<file path="src/rtl/aux_regen.sv">
// aux_regen: regenerates the aux data-enable (ade) and the aux nibbles from
// the receive-side aux FIFO. Each aux period is a run of BEATS FIFO words; the
// head word carries a first-word marker and a ctim horizontal position. When
// hcnt reaches ctim during blanking, the period is replayed as BEATS
// consecutive ade cycles, starting two cycles after the hcnt match.
//
// Ports:
//   fifo_clk        pixel-rate clock (sole clock)
//   sys_rst         synchronous active-high reset
//   hcnt[10:0]      current horizontal pixel count
//   vde             video data enable
//   axdout[24:0]    FIFO output: [24:14] ctim, [13] first-word marker,
//                   [12] unused, [11:0] {aux2,aux1,aux0}
//   axempty         FIFO empty
//   ax_rd_en        FIFO read strobe (FIFO Q updates the cycle after)
//   ade             regenerated aux data enable
//   aux0/aux1/aux2  regenerated aux nibbles
//   sync_err        sticky error flag, cleared only by reset
module aux_regen #(
  parameter int unsigned BEATS = 32
) (
  input  logic        fifo_clk,
  input  logic        sys_rst,
  input  logic [10:0] hcnt,
  input  logic        vde,
  input  logic [24:0] axdout,
  input  logic        axempty,
  output logic        ax_rd_en,
  output logic        ade,
  output logic [3:0]  aux0,
  output logic [3:0]  aux1,
  output logic [3:0]  aux2,
  output logic        sync_err
);

  localparam int unsigned BW = $clog2(BEATS) + 1;

  typedef enum logic [2:0] {
    S_INIT,
    S_PREFETCH,
    S_WAIT,
    S_BURST,
    S_DISCARD
  } state_e;

  state_e        state_q;
  logic          vde_q;
  logic          q_valid_q;
  logic [BW-1:0] beat_q;
  logic [BW-1:0] beat_d;
  logic          ade_q;
  logic [11:0]   aux_q;
  logic          sync_err_q;

  logic [10:0]   ctim;
  logic          marker;
  logic          vde_rise;
  logic          ctim_hit;
  logic          last_beat;
  logic          rd_want;
  logic          unused_bit12;

  // FIFO word fields
  assign ctim         = axdout[24:14];
  assign marker       = axdout[13];
  assign unused_bit12 = axdout[12];

  assign vde_rise  = vde & ~vde_q;
  // ctim is already compensated upstream: plain equality, only in blanking
  assign ctim_hit  = q_valid_q & marker & ~vde & (hcnt == ctim);
  assign beat_d    = beat_q + BW'(1);
  assign last_beat = (beat_q == BW'(BEATS - 1));

  // Per-state read request; DISCARD stops on a valid head so it is kept in Q
  always_comb begin
    rd_want = 1'b0;
    case (state_q)
      S_PREFETCH: rd_want = 1'b1;
      S_BURST:    rd_want = 1'b1;
      S_DISCARD:  rd_want = ~(q_valid_q & marker);
      default:    rd_want = 1'b0;
    endcase
  end

  // Never strobe an empty FIFO, and never while reset is being applied
  assign ax_rd_en = rd_want & ~axempty & ~sys_rst;

  // Sequencer with registered outputs
  always_ff @(posedge fifo_clk) begin
    if (sys_rst) begin
      state_q    <= S_INIT;
      vde_q      <= 1'b1;  // a true 0->1 of vde is needed to leave INIT
      q_valid_q  <= 1'b0;
      beat_q     <= '0;
      ade_q      <= 1'b0;
      aux_q      <= '0;
      sync_err_q <= 1'b0;
    end else begin
      vde_q <= vde;
      // Q holds a real word iff the last request found the FIFO non-empty
      if (rd_want) begin
        q_valid_q <= ~axempty;
      end
      ade_q <= 1'b0;
      aux_q <= '0;

      case (state_q)
        S_INIT: begin
          if (vde_rise) begin
            state_q <= S_PREFETCH;
          end
        end

        S_PREFETCH: begin
          if (!axempty) begin
            state_q <= S_WAIT;
          end
        end

        S_WAIT: begin
          if (!q_valid_q) begin
            state_q <= S_PREFETCH;
          end else if (!marker) begin
            sync_err_q <= 1'b1;
            state_q    <= S_DISCARD;
          end else if (ctim_hit) begin
            beat_q  <= '0;
            state_q <= S_BURST;
          end
        end

        S_BURST: begin
          if (vde_rise) begin
            // Active video came back mid-period: abandon it
            sync_err_q <= 1'b1;
            beat_q     <= '0;
            state_q    <= S_DISCARD;
          end else begin
            ade_q <= 1'b1;
            // Underflowed beats still count toward BEATS but carry zeros
            if (q_valid_q) begin
              aux_q <= axdout[11:0];
            end else begin
              sync_err_q <= 1'b1;
            end
            if (last_beat) begin
              beat_q  <= '0;
              state_q <= S_WAIT;
            end else begin
              beat_q <= beat_d;
            end
          end
        end

        S_DISCARD: begin
          if (q_valid_q && marker) begin
            state_q <= S_WAIT;
          end else if (axempty) begin
            state_q <= S_PREFETCH;
          end
        end

        default: state_q <= S_INIT;
      endcase
    end
  end

  assign ade      = ade_q;
  assign aux0     = aux_q[3:0];
  assign aux1     = aux_q[7:4];
  assign aux2     = aux_q[11:8];
  assign sync_err = sync_err_q;

endmodule
</file>
<file path="config.mk">
export PLATFORM = sky130hd
export DESIGN_NAME = aux_regen
export DESIGN_NICKNAME = d
export VERILOG_FILES = /design/src/rtl/aux_regen.sv
export SDC_FILE = /design/constraint.sdc
export NUM_CORES = 1
export LEC_CHECK = 0
export ABC_CLOCK_PERIOD_IN_PS = 3500
export BUFFER_PORTS_ARGS = -buffer_cell sky130_fd_sc_hd__buf_2
export CAP_MARGIN = 10
export CELL_PAD_IN_SITES_DETAIL_PLACEMENT = 1
export CELL_PAD_IN_SITES_GLOBAL_PLACEMENT = 1
export CORE_MARGIN = 8
export CORE_UTILIZATION = 36
export CTS_CLUSTER_SIZE = 40
export DETAILED_ROUTE_END_ITERATION = 8
export PLACE_DENSITY_LB_ADDON = 0.2
export SYNTH_ARGS = -nofsm -noshare
export SYNTH_HDL_FRONTEND = slang
export SYNTH_SLANG_ARGS = --single-unit
</file>
<file path="constraint.sdc">
create_clock -name fifo_clk -period 3.5 [get_ports fifo_clk]
set_clock_uncertainty 0.15 [all_clocks]
set_input_delay 0.175 -clock fifo_clk [delete_from_list [all_inputs] [get_ports fifo_clk]]
set_output_delay 0.175 -clock fifo_clk [all_outputs]
set_load 0.05 [all_outputs]
</file>
==> summary.md <==
| Metric | Value |
|---|---|
| RSZ-0062 raised after global routing | `false` |
| R2R Path End | `beat_q[0]` |
| Post-synthesis register bit count | `25` |
| Placed cell areas | `1526 um^2` |
| Vias | `about 1200` |
| Top_reg_cell synth | `dfxtp_1` |
| Synthesized Nets | `172` |
| Dpl hpwl | `between 2000 and 3000 um` |
| Die Wd | `~75 um` |
| Max_cap viols | `0` |
| EDFF count, synth | `0` |
| Cell chain of the critical path | `nor3b_2 -> nand2_1 -> a211oi_1 -> buf_2` |
| CP bufs+invs | `1` |
| Hold_ws | `between 0.015 and 0.02 ns` |
| Routed WL per cell | `between 15 and 20 um` |
| Warnings, synthesis | `0` |
| Largest net degree at the start of global routing | `18` |
| Fin nets | `~240` |
| Synth top area share | `slightly above 40%` |
| Crit start category | `register` |
| Vias in the first global route | `~1300` |
| Critical Path Sink Type | `primary output` |
| Max VDD drop | `0.1566 mV` |
| PD cells | `roughly 310 nW/um^2` |
| Die height | `around 75 um` |
| Most frequent cells in the layout | `buf_2 (53), dfxtp_1 (25), dlygate4sd3_1 (14)` |
| Min-delay worst type | `in -> reg` |
| CP top delay family | `flip-flops` |
| Antenna viol nets, final | `0` |
| Wirelength, routed | `around 3800 um` |
| Status | `completed` |
| CTS Sinks | `25` |
| Initial Util | `approximately 37%` |
| Setup Buffers After CTS | `0` |
| CP Max Fanout | `10` |
| CTS tree | `done` |
| Syn_area_per_cell | `9.475 um^2` |
| Routed vias/inst | `roughly 5.0` |
| Commonest non-fill, non-tap cell in the layout | `buf_2` |
| GRT Total Usage | `14.73%` |
| Post-Syn Area | `roughly 1200 um^2` |
| Global route total overflow | `0` |
| Initial antenna violation count | `0` |
| Root Buffer | `clkbuf_4` |
| CP Launch Point | `state_q[2]` |
| CTS buffer count | `3` |
| Largest stage delay, worst path | `0.54 ns` |
| Final core occ | `between 50% and 60%` |
| Critical Path Slowest Stage Cell | `dfxtp_1` |
| Minimum clock period | `approximately 2.1 ns` |
| Slew @ Worst Pin | `about 0.6 ns` |
| Area Overhead vs Synth | `36.69%` |
| Seq/Total Area, Yosys | `roughly two fifths` |
| I/O Buffers | `between 50 and 60` |
| Final RePlAce weighted congestion | `roughly 0.86` |
| First-pass GRT wire length | `6251 um` |
| Origin of the critical flop-to-flop path | `q_valid_q` |
| Post-CTS Resized | `0` |
| Synth area leaders | `dfxtp_1 (40%), xor2_1 (7.1%), and3_1 (6.6%), a211oi_1 (3.6%), nor2_1 (2.7%)` |
| Crit Path Category | `reg -> out` |
| R2R depth | `5` |
| Layout cells sized above 1 | `33.67%` |
| CTS Buffer Depth | `2` |
| Post-synthesis instance total | `about 130` |
| H-Tree Depth | `1` |
| Max-slew violation count | `0` |
| Relative slew slack | `around 59%` |
| Top Ports | `between 50 and 60` |
| Lkg Pwr | `0.8092 nW` |
| Final hold viol count | `0` |
| Core ar. | `roughly 3300 um^2` |
| Reg2reg setup slack | `1.47 ns` |
| Cell count along the critical path | `4` |
| Setup-failing EPs final | `0` |
| Worst-Skew Late Latency | `0.33 ns` |
| Row count | `21` |
| Clock-pin slew on the worst setup and hold paths | `0.15 ns` |
| Worst endpoint required time | `3.17 ns` |
| Starting DRT DRC Count | `52` |
| DR pass1 iterations | `4` |
| # diodes | `0` |
| Max frequency | `roughly 470 MHz` |
| WP data arrival | `1.80 ns` |
| # DRC | `0` |
| Layout fillers | `around 420` |
| # hold bufs at CTS | `14` |
| Post-route cell area | `about 1700 um^2` |
| Full die area | `approximately 5600 um^2` |
| Area leader, netlist | `dfxtp_1` |
| Synth cell types | `43` |
| Crit path to | `ax_rd_en` |
| Setup TNS | `0 ns` |
| Post-synth ARST share | `0%` |
| Final period util | `between 60% and 70%` |
## worst reg2reg max path, delay by kind of cell (launching register included)
family	cells	cell delay [ns]
compound gates	1	0.23
flops	1	0.66
simple gates	4	0.91
## synthesized netlist by cell type (2+ instances only)
master / number
a21oi_1: 5
nor2_1: 9
nor4_2: 2
nand2_1: 7
nor3_1: 2
o22ai_1: 2
buf_4: 2
and3_1: 13
dfxtp_1: 25
nor2b_1: 2
mux2i_1: 2
nand2b_1: 4
buf_2: 2
xor2_1: 10
inv_1: 3
a22o_1: 3
a211oi_1: 6
or3_1: 2
a21o_1: 3
nand3_1: 3
nand4_1: 2
## report_power, final
group | total, mW | internal [mW] | leakage [nW] | switching, mW
sequential | 0.296 | 0.288 | 0.202 | 0.00830
combinational | 0.0841 | 0.0442 | 0.593 | 0.0399
clock | 0.141 | 0.0439 | 0.0139 | 0.0974
total | 0.522 | 0.376 | 0.809 | 0.146
## routing by layer
metal	track usage (%)	up-vias	share of wire, %
met5	0	-	0
met4	5.652	0	1.3
met3	4.527	5	4.7
met2	26.91	20	55
met1	15.29	569	39
li1	-	607	-
## worst min path at each step
stage | start | endpoint | cells past startpoint | slack (ns)
after global routing | sys_rst | beat_q[3] | 2 | 0.02
after floorplan | axempty | q_valid_q | 1 | 0.12
after detailed placement | vde | vde_q | 2 | 0.25
after global placement | vde | vde_q | 2 | 0.24
final | sys_rst | sync_err | 2 | 0.02
after CTS | sys_rst | sync_err | 2 | 0.01
## through the flow
stage	worst slack, ns	total power [mW]	instances
2_1_floorplan	1.254	0.3425	131
6_report	1.379	0.5218	242
4_1_cts	1.362	0.5278	242
3_3_place_gp	1.565	0.3708	224
5_1_grt	1.275	0.5492	242
3_5_place_dp	1.441	0.3748	224
## cell families after synthesis
family / synth area share [%]
simple gates: 28.33
compound gates: 15.73
flops: 40.32
xor+xnor: 9.073
buf+inv: 3.931
mux: 1.613
fa+ha+maj: 1.008
## registers in the layout, summed over array words and instances (netlist names)
name,count
beat_q,6
ade,1
q_valid_q,1
aux_q,12
vde_q,1
sync_err,1
state_q,3
## final cells by class
cell class	instances	area (um^2)	area share, %
clock buffers	3	22.52	1.327
clock inverters	1	7.507	0.4425
inverters	3	11.26	0.6637
multi-input cells	97	691.9	40.78
flip-flops and latches	25	500.5	29.50
well taps	46	57.56	3.392
repair buffers	67	405.4	23.89
Power figures use the tool's default switching activity.
